`config.mk`:
```
export PLATFORM = sky130hd
export DESIGN_NAME = com_bus_arbiter_i
export DESIGN_NICKNAME = d
export VERILOG_FILES = /design/src/rtl/com_bus_arbiter_i.sv
export SDC_FILE = /design/constraint.sdc
export NUM_CORES = 1
export LEC_CHECK = 0
export BUFFER_PORTS_ARGS = -buffer_cell sky130_fd_sc_hd__buf_2
export CORE_AREA = 2 2 45 47
export CTS_CLUSTER_SIZE = 40
export DETAILED_ROUTE_END_ITERATION = 12
export DIE_AREA = 0 0 47 49
export PLACE_DENSITY = 0.72
export SETUP_SLACK_MARGIN = 0.15
export SYNTH_ARGS = -nofsm -noshare
export SYNTH_HDL_FRONTEND = slang
export SYNTH_SLANG_ARGS = --single-unit
```
`constraint.sdc`:
```
create_clock -name clk -period 1.72 [get_ports clk]
set_clock_uncertainty 0.05 [all_clocks]
set_input_delay 0.258 -clock clk [delete_from_list [all_inputs] [get_ports clk]]
set_output_delay 0.258 -clock clk [all_outputs]
set_load 0.05 [all_outputs]
```
`src/rtl/com_bus_arbiter_i.sv`:
```
// Round-robin owner selection for the instruction-side common bus, with a
// one-cycle turnaround between owners and a watchdog on stalled fills.
module com_bus_arbiter_i #(
  parameter int N_REQ    = 4,
  parameter int MAX_HOLD = 16
) (
  input  logic             clk,
  input  logic             rst_n,
  input  logic [N_REQ-1:0] Com_Bus_Req_proc,
  input  logic             Data_in_Bus,
  output logic [N_REQ-1:0] Com_Bus_Gnt_proc,
  output logic [1:0]       Gnt_id,
  output logic             Bus_busy,
  output logic             Arb_timeout
);

  localparam int HOLD_W = (MAX_HOLD > 1) ? $clog2(MAX_HOLD) : 1;

  typedef enum logic [1:0] {
    IDLE  = 2'd0,
    GRANT = 2'd1,
    TURN  = 2'd2
  } state_t;

  state_t             state_q, state_d;
  logic [1:0]         rr_ptr_q, rr_ptr_d;
  logic [HOLD_W-1:0]  hold_cnt_q, hold_cnt_d;
  logic [N_REQ-1:0]   gnt_q, gnt_d;
  logic [1:0]         gnt_id_q, gnt_id_d;
  logic               busy_q, busy_d;
  logic               timeout_q, timeout_d;

  logic               found;
  logic [1:0]         winner;
  logic [1:0]         idx;

  // Rotating priority search starting at rr_ptr; the first hit wins.
  always_comb begin
    found  = 1'b0;
    winner = '0;
    idx    = '0;
    for (int k = 0; k < N_REQ; k++) begin
      idx = 2'((int'(rr_ptr_q) + k) % N_REQ);
      if (!found && Com_Bus_Req_proc[idx]) begin
        found  = 1'b1;
        winner = idx;
      end
    end
  end

  always_comb begin
    state_d    = state_q;
    rr_ptr_d   = rr_ptr_q;
    hold_cnt_d = hold_cnt_q;
    gnt_d      = gnt_q;
    gnt_id_d   = gnt_id_q;
    busy_d     = busy_q;
    timeout_d  = 1'b0;
    case (state_q)
      IDLE, TURN: begin
        gnt_d    = '0;
        gnt_id_d = '0;
        busy_d   = 1'b0;
        state_d  = IDLE;
        if (found) begin
          state_d       = GRANT;
          gnt_d[winner] = 1'b1;
          gnt_id_d      = winner;
          busy_d        = 1'b1;
          hold_cnt_d    = '0;
          rr_ptr_d      = 2'((int'(winner) + 1) % N_REQ);
        end
      end
      GRANT: begin
        // The owner index doubles as the pointer into the request vector.
        if (!Com_Bus_Req_proc[gnt_id_q]) begin
          state_d  = TURN;
          gnt_d    = '0;
          gnt_id_d = '0;
          busy_d   = 1'b0;
        end else if (Data_in_Bus) begin
          hold_cnt_d = '0;
        end else if (hold_cnt_q == HOLD_W'(MAX_HOLD - 1)) begin
          state_d   = TURN;
          gnt_d     = '0;
          gnt_id_d  = '0;
          busy_d    = 1'b0;
          timeout_d = 1'b1;
        end else begin
          hold_cnt_d = hold_cnt_q + 1'b1;
        end
      end
      default: begin
        state_d  = IDLE;
        gnt_d    = '0;
        gnt_id_d = '0;
        busy_d   = 1'b0;
      end
    endcase
  end

  always_ff @(posedge clk or negedge rst_n) begin
    if (!rst_n) begin
      state_q    <= IDLE;
      rr_ptr_q   <= '0;
      hold_cnt_q <= '0;
      gnt_q      <= '0;
      gnt_id_q   <= '0;
      busy_q     <= 1'b0;
      timeout_q  <= 1'b0;
    end else begin
      state_q    <= state_d;
      rr_ptr_q   <= rr_ptr_d;
      hold_cnt_q <= hold_cnt_d;
      gnt_q      <= gnt_d;
      gnt_id_q   <= gnt_id_d;
      busy_q     <= busy_d;
      timeout_q  <= timeout_d;
    end
  end

  assign Com_Bus_Gnt_proc = gnt_q;
  assign Gnt_id           = gnt_id_q;
  assign Bus_busy         = busy_q;
  assign Arb_timeout      = timeout_q;

endmodule
```
==> results of run 1 <==
## final timing paths
path	from	to	slack [ns]	depth (start not counted)
max in group asynchronous	rst_n	Gnt_id[1]$_DFFE_PN0P_	1.00	2
worst min register to register	hold_cnt_q[0]$_DFFE_PN0P_	hold_cnt_q[0]$_DFFE_PN0P_	0.47	1
worst min-delay path	Data_in_Bus	hold_cnt_q[2]$_DFFE_PN0P_	0.14	2
worst max register to register	rr_ptr_q[0]$_DFFE_PN0P_	Com_Bus_Gnt_proc[1]$_DFFE_PN0P_	0.10	6
min in group asynchronous	rst_n	Gnt_id[0]$_DFFE_PN0P_	0.35	2
worst max-delay path	rr_ptr_q[0]$_DFFE_PN0P_	Com_Bus_Gnt_proc[1]$_DFFE_PN0P_	0.10	6
## layout by cell type (no fill, tap or decap), types with 2 or more instances in the layout
| cell | synthesis | final |
|---|---|---|
| dfrtp_1 | 15 | 14 |
| buf_2 | 0 | 14 |
| buf_4 | 0 | 4 |
| nor2_1 | 6 | 6 |
| nand3_1 | 4 | 4 |
| inv_1 | 6 | 4 |
| nand2_1 | 8 | 7 |
| clkbuf_4 | 0 | 3 |
| nand2b_1 | 2 | 2 |
| a21oi_1 | 5 | 3 |
| a22o_1 | 5 | 5 |
| o21ai_1 | 2 | 3 |
| inv_2 | 0 | 2 |
| ha_1 | 5 | 3 |
| ha_4 | 0 | 2 |
| a21oi_2 | 0 | 2 |
## routing by layer
layer  global-route usage (%)  wire [µm]  vias to the layer above
li1                         -          -                      320
met1                     20.0        825                      322
met2                     23.3        895                       20
met3                     6.67         80                        2
met4                     7.41         22                        0
met5                        0          0                        -
## repair_timing
action	4_1_cts	5_1_grt
setup buffers	1	3
gates cloned	0	1
hold endpoints to repair	15	0
setup endpoints to repair	4	8
pin swaps	1	3
gates resized for setup	0	12
hold buffers	1	0
## per-stage QoR
stage | TNS, ns | cell area (µm²) | util, % | std cells | worst slack (ns)
floorplan | -0.0407 | 791 | - | 75 | -0.0102
global placement | 0 | 883 | 48.0 | 115 | 0.156
detailed placement | 0 | 883 | 48.0 | 115 | 0.119
CTS | 0 | 927 | 50.3 | 121 | 0.141
global route | 0 | 1010 | 54.6 | 125 | 0.0719
finish | 0 | 1010 | 54.6 | 125 | 0.105
## power by group
group	internal (mW)	switching [mW]
clock	0.0900	0.112
combinational	0.367	0.630
sequential	0.471	0.103
total	0.927	0.846
## flip-flops by register name (all words and copies together), names as in the netlist
name,count
state_q,2
Gnt_id,2
rr_ptr_q,2
Com_Bus_Gnt_proc,4
Arb_timeout,1
hold_cnt_q,4
## area by class of cell
type                            instances  area share [%]
Multi-Input combinational cell         54            43.4
Timing Repair Buffer                   19            10.9
Tap cell                               27            3.36
Clock buffer                            4            2.61
Sequential cell                        15            37.4
Inverter                                6            2.24
## cell families after synthesis
family                   after synthesis
adder cells (fa/ha/maj)                5
AO/OA/AOI/OAI                         21
buffers and inverters                  7
flip-flops                            15
multiplexers                           2
AND/OR/NAND/NOR                       25
==> reports/qor.txt, run 1 <==
CP max stage cell - dfrtp_1
TritonRoute pass-1 iters - 4
Post-Synth XOR/XNOR Area - 0%
Fill count - 177
Width of the die - 47 µm
EDFF count, synth - 0
Post-Syn Instances - 75
Buffers & Inverters on Critical Path - 1
Flops & latches, synth - 15
Synth Area in Compound Gates - 19.3%
Slowest stage delay, CP - 0.40 ns
DRT Wirelength - 1820 µm
CTS tree - yes
Syn avg cell area - 10.5 µm²
CP endpoint kind - register
Synth top area share - 47.5%
Pwr dens - 1760 nW/µm²
H-tree depth - 1
Unrepaired setup endpoints after global routing - true
Hold_ws - 0.141 ns
Synth top area cells - dfrtp_1, ha_1, a22o_1
Final setup viols - 0
Multi-input logic area - 437 µm²
Synth warn - 0
Sequential element share of the synthesized area - 47.5%
Top FF cell, synth - dfrtp_1
Worst Path Required - 1.84 ns
Max-cap violations - 0
Relative max-transition margin - 73.8%
First-pass GRT wire length - 2660 µm
DP Wirelength - 1170 µm
N_diodes - 0
Critical path peak fanout - 5
Vias/cell - 5.31
Outcome - finished clean
Hold Path Class - in -> reg
Power Total - 1.77 mW
Critical path launch point type - register
Simple-gate share of the synthesized area - 16.8%
Worst path cell trace - or2b_1 > a21oi_2 > a211o_1 > inv_2 > ha_4 > a22o_1
DR vias - 664
Final Hold Fails - 0
Register Area - 377 µm²
Post-synthesis mux area share - 4.12%
Drc violations - 0
Leak - 0.491 nW
Antenna violations before repair - 0
Setup CP Type - reg -> reg
Critical Path AT - 1.74 ns
F_max - 0.619 GHz
Worst slew pin tran - 0.393 ns
Clk slew on worst S/H paths - 0.09 ns
Clock period minus worst slack - 1.62 ns
Post-synth top cells - dfrtp_1, nand2_1, inv_1, nor2_1
Largest net degree at the start of global routing - 16
Max Buffers Root-to-Sink - 2
Clk_lat worst skew - 0.28 ns
Slew Viols, Final - 0
Number of port buffers - 14
Synth cell types - 26
Die area - 2300 µm²
Worst VDD drop - 1.35 mV
Antenna viol nets, final - 0
Avg WL per Cell - 14.6 µm
Io pins - 15
Starting DRT DRC Count - 10
Num CTS Buffers - 3
Cell Area, Synth - 790 µm²
Synth async-reset ratio - 100%
Net count after synthesis - 87
Delay-heaviest family, CP - compound AO/OA/AOI/OAI gates
Gr usage total - 16.0%
Synth area leader - dfrtp_1
Top-count cell post-synth - dfrtp_1
Rows - 16
Chip Height - 49 µm
Gr ovfl total - 0
Clock root buffer - clkbuf_4
Main combinational cell family by area after synthesis - compound AO/OA/AOI/OAI gates
Routability congestion estimate - 0.788
Share of cells above drive strength 1 - 36.7%
Layout area overhead - 27.4%
Starting Density - 42.9%
Vias in the first global route - 640
Clk sink count - 15
Final period utilization - 93.9%
Synth Area in Adders - 7.92%
Nets - 111
Placeable Area - 1840 µm²
(Power assumes the default switching activity.)
==> run 2, diff against run 1 <==
PLACE_DENSITY = unset   (was 0.72)
PLACE_DENSITY_LB_ADDON = 0.1   (was unset)
==> run 2 against run 1 <==
Die area unchanged. Clock power about the same. Cell count unchanged. Count of clock-buffer cells in the layout unchanged. Highest routed layer unchanged.
==> reports/qor.txt, run 2 (synthesis gave the netlist of run 1 again) <==
Final setup viols - 0 (unchanged)
Chip Height - 49 µm (unchanged)
Buffers & Inverters on Critical Path - 0 (-1)
TNS Setup - 0 ns (unchanged)
Slew Viols, Final - 0 (unchanged)
Layout area overhead - 23.8%
DR vias - 623 (-6.2%)
Max-cap violations - 0 (unchanged)
Unrepaired setup endpoints after global routing - true
Clk_lat worst skew - 0.28 ns (about the same)
Die area - 2300 µm² (unchanged)
Rows - 16 (unchanged)
DP Cell Count - 115 (unchanged)
Critical path launch point type - register
Vias/cell - 4.98 (-6.2%)
Num CTS Buffers - 3 (unchanged)
Relative max-transition margin - 70.9% (-2.9 points)
Share of cells above drive strength 1 - 34.7% (-2.0 points)
Largest net degree at the start of global routing - 16 (unchanged)
Setup CP Type - reg -> reg
Io pins - 15 (unchanged)
Nets - 111 (unchanged)
Pwr dens - 1760 nW/µm² (-0.34%)
Final core utilization - 53.1% (-1.6 points)
Worst slew pin tran - 0.437 ns (+0.0438 ns)
Cell Area, Placed - 883 µm² (unchanged)
Antenna violations before repair - 0 (unchanged)
Clock period minus worst slack - 1.56 ns (-0.0581 ns)
Finished Layout Cells - 125 (unchanged)
F_max - 0.642 GHz (+3.7%)
TritonRoute pass-1 iters - 3 (-1)
CP endpoint kind - register
Clock root buffer - clkbuf_4
Starting DRT DRC Count - 5 (-5)
Drc violations - 0 (unchanged)
First-pass GRT wire length - 2790 µm (+4.9%)
Worst Path Required - 1.88 ns (+0.04 ns)
Gr usage total - 16.8% (+0.81 points)
Number of port buffers - 14 (unchanged)
Fin area - 977 µm² (-2.9%)
Gr ovfl total - 0 (unchanged)
Final Hold Fails - 0 (unchanged)
DP Wirelength - 1120 µm (-3.8%)
Critical path peak fanout - 5 (unchanged)
Worst VDD drop - 0.998 mV (-26%)
Vias in the first global route - 594 (-7.2%)
Slowest stage delay, CP - 0.54 ns (+0.14 ns)
DRT Wirelength - 1720 µm (-5.7%)
Avg WL per Cell - 13.8 µm (-5.7%)
Clk sink count - 15 (unchanged)
Clk slew on worst S/H paths - 0.09 ns (about the same)
Antenna viol nets, final - 0 (unchanged)
Delay-heaviest family, CP - multiplexers
CP max stage cell - mux4_2
H-tree depth - 1 (unchanged)
Max Buffers Root-to-Sink - 2 (unchanged)
Hold_ws - 0.144 ns (+0.00264 ns)
Most frequent cells in the layout - buf_2, dfrtp_1, nand2_1
CTS tree - yes
Final period utilization - 90.5% (-3.4 points)
Outcome - finished clean
Hold Path Class - in -> reg
Routability congestion estimate - 0.804 (+2.0%)
Width of the die - 47 µm (unchanged)
Starting Density - 42.9% (unchanged)
Critical Path AT - 1.71 ns (-0.03 ns)
Leak - 0.488 nW (-0.74%)
Worst path cell trace - mux4_2 > and3_4 > nand2b_4 > mux2i_1
Most common cell after layout, fill and taps aside - buf_2
Placeable Area - 1840 µm² (unchanged)
N_diodes - 0 (unchanged)
==> run 2: cell count changes in the layout (fill, tap and decap cells not counted) <==
cell,change
ha_4,-2
o21ai_2,-1
ha_1,+1
dfrtp_1,-1
a21oi_1,+1
a21oi_2,-1
ha_2,+1
o21ai_1,+1
dfrtp_2,+1
==> run 2: per-stage QoR <==
step / setup slack (ns) / power [mW]
floorplan: -0.0102 / 1.21
global placement: 0.141 / 1.38
detailed placement: 0.120 / 1.39
CTS: 0.151 / 1.65
global route: 0.118 / 1.83
finish: 0.163 / 1.72
==> run 2: what timing repair did <==
action                                  in CTS  in global routing
buffers inserted                             2                  2
cloned                                       1                  0
hold buffers                                 1                  0
gates resized for setup                      0                  9
endpoints found under the setup margin       3                  7
pin swaps                                    1                  2
endpoints found under the hold margin       15                  0
==> run 2: metal layers <==
metal	vias to the layer above	GRT usage, %	wire (µm)
li1	315	-	-
met1	295	25.4	859
met2	9	22.4	786
met3	4	2.22	44
met4	0	9.72	28
met5	-	0	0
==> run 2: layout make-up <==
cell class / count / area, µm²
clock buffer: 4 / 26.3
fill: 184 / 865
inverter: 6 / 22.5
multi-input combinational: 54 / 407
sequential: 15 / 378
tap: 27 / 33.8
timing repair buffer: 19 / 110
==> run 2: worst paths after layout <==
path	start	to	slack, ns	depth (start not counted)
min reg2reg	hold_cnt_q[0]$_DFFE_PN0P_	hold_cnt_q[0]$_DFFE_PN0P_	0.47	1
max in group asynchronous	rst_n	Gnt_id[1]$_DFFE_PN0P_	0.99	2
min in group asynchronous	rst_n	rr_ptr_q[0]$_DFFE_PN0P_	0.36	2
max	Gnt_id[1]$_DFFE_PN0P_	hold_cnt_q[0]$_DFFE_PN0P_	0.16	4
max reg2reg	Gnt_id[1]$_DFFE_PN0P_	hold_cnt_q[0]$_DFFE_PN0P_	0.16	4
min	Data_in_Bus	hold_cnt_q[2]$_DFFE_PN0P_	0.14	2
==> run 2: where the power goes <==
part / switching [mW] / internal [mW] / total, mW
Clock: 0.112 / 0.0901 / 0.202
Combinational: 0.599 / 0.344 / 0.943
Sequential: 0.0979 / 0.473 / 0.571
Total: 0.809 / 0.907 / 1.72
==> run 3, diff against run 2 <==
CTS_BUF_LIST = sky130_fd_sc_hd__clkbuf_4   (was unset)
==> run 3 against run 2 <==
Highest routed layer unchanged. Setup slack is essentially flat. Non-clock buffer count did not move. Global-route usage stayed put. Flip-flop and latch count unchanged. Sequential power about the same. Cell area grew 0.38%. Critical endpoint unchanged. Critical path depth unchanged. Critical path type unchanged.
==> reports/qor.txt, run 3 (synthesis gave the netlist of run 1 again) <==
TritonRoute pass-1 iters - 3 (unchanged)
GR Layer Usage met1 - 25.4% (unchanged)
Rows - 16 (unchanged)
Leak - 0.491 nW (+0.70%)
Finished Layout Cells - 125 (unchanged)
Fill count - 179 (-2.7%)
N_diodes - 0 (unchanged)
Unrepaired setup endpoints after global routing - true
Worst VDD drop - 1.00 mV (+0.46%)
Critical Path AT - 1.72 ns (about the same)
GRT busiest layer - met1
Clk_lat worst skew - 0.29 ns (about the same)
Final period utilization - 90.5% (about the same)
DR vias - 624 (+0.16%)
Io pins - 15 (unchanged)
Critical path peak fanout - 5 (unchanged)
Avg WL per Cell - 13.8 µm (+0.41%)
Share of cells above drive strength 1 - 35.7% (+1.0 points)
H-tree depth - 1 (unchanged)
DP Wirelength - 1120 µm (unchanged)
Placeable Area - 1840 µm² (unchanged)
TNS Setup - 0 ns (unchanged)
First-pass GRT wire length - 2790 µm (unchanged)
F_max - 0.642 GHz (about the same)
DRT Wirelength - 1730 µm (+0.41%)
Nets - 111 (unchanged)
Starting DRT DRC Count - 6 (+1)
Critical path launch point type - register
Final setup margin - 0.163 ns (+0.000484 ns)
Routability congestion estimate - 0.804 (unchanged)
Chip Height - 49 µm (unchanged)
Antenna viol nets, final - 0 (unchanged)
Vias/cell - 4.99 (+0.16%)
Clk slew on worst S/H paths - 0.09 ns (about the same)
Max Buffers Root-to-Sink - 2 (unchanged)
Antenna violations before repair - 0 (unchanged)
Relative max-transition margin - 70.5% (-0.38 points)
Vias in the first global route - 594 (unchanged)
Drc violations - 0 (unchanged)
Starting Density - 42.9% (unchanged)
Power Total - 1.74 mW (+1.4%)
Num CTS Buffers - 3 (unchanged)
Final setup viols - 0 (unchanged)
CTS tree - yes
Max-cap violations - 0 (unchanged)
Final Hold Fails - 0 (unchanged)
Most frequent cells in the layout - buf_2, dfrtp_1, nand2_1
Hold Path Class - in -> reg
CP endpoint kind - register
Most common cell after layout, fill and taps aside - buf_2
Clock root buffer - clkbuf_4
Worst slew pin tran - 0.442 ns (+0.00567 ns)
Worst Path Required - 1.88 ns (about the same)
Die area - 2300 µm² (unchanged)
Post-place setup slack - 0.120 ns (unchanged)
Number of port buffers - 14 (unchanged)
Slew Viols, Final - 0 (unchanged)
Gr ovfl total - 0 (unchanged)
Gr usage total - 16.8% (unchanged)
Pwr dens - 1770 nW/µm² (+0.97%)
Clock period minus worst slack - 1.56 ns (-0.000484 ns)
Met2 Resource Use GR - 22.4% (unchanged)
Width of the die - 47 µm (unchanged)
Largest net degree at the start of global routing - 16 (unchanged)
Setup CP Type - reg -> reg
Layout area overhead - 24.2%
Clk sink count - 15 (unchanged)
DP Cell Count - 115 (unchanged)
Routing usage on met3 - 2.22% (unchanged)
Hold_ws - 0.137 ns (-0.00675 ns)
Outcome - finished clean
## run 3: per-stage QoR
step	cell area, µm²	utilization, %
after floorplan	791	-
after CTS	946	51.4
after detailed placement	883	48.0
after global placement	883	48.0
after global routing	981	53.3
final	981	53.3
## run 3: metal layers
metal	vias to the layer above	wire length [µm]	share of wire, %
met5	-	0	0
met4	0	45	2.6
met3	5	42	2.4
met2	10	754	44
met1	295	882	51
li1	314	-	-
## run 3: final cells by class
type                    count  area (µm²)  share of cell area, %
clock buffers               4        30.0                   3.06
inverters                   6        22.5                   2.30
multi-input cells          54         407                   41.5
flip-flops and latches     15         378                   38.5
well taps                  27        33.8                   3.44
repair buffers             19         110                   11.2
## run 3: worst max-delay path, stage by stage, from the launching register on
cell and delay (ns):
dfrtp_2 0.39, mux4_2 0.55, and3_4 0.20, nand2b_4 0.15, mux2i_1 0.15
## run 3: power breakdown
part / switching (mW) / internal [mW] / total, mW
Clock: 0.119 / 0.106 / 0.225
Sequential: 0.0985 / 0.473 / 0.571
Combinational: 0.599 / 0.344 / 0.943
## run 3: what timing repair did
item / CTS / global route
endpoints found under the hold margin: 15 / 0
setup buffers: 2 / 2
hold buffers: 1 / 0
setup endpoints to repair: 3 / 7
pin swaps: 1 / 2
gates resized for setup: 0 / 9
cloned: 1 / 0
## run 3: worst paths after layout
path	cells after the start	slack [ns]	to	from
min in group asynchronous	2	0.35	Arb_timeout$_DFF_PN0_	rst_n
setup / recovery	4	0.16	hold_cnt_q[0]$_DFFE_PN0P_	Gnt_id[1]$_DFFE_PN0P_
hold / removal	2	0.14	hold_cnt_q[2]$_DFFE_PN0P_	Data_in_Bus
setup reg to reg	4	0.16	hold_cnt_q[0]$_DFFE_PN0P_	Gnt_id[1]$_DFFE_PN0P_
hold reg to reg	1	0.47	Com_Bus_Gnt_proc[3]$_DFFE_PN0P_	Com_Bus_Gnt_proc[3]$_DFFE_PN0P_
max in group asynchronous	2	1.00	Gnt_id[1]$_DFFE_PN0P_	rst_n
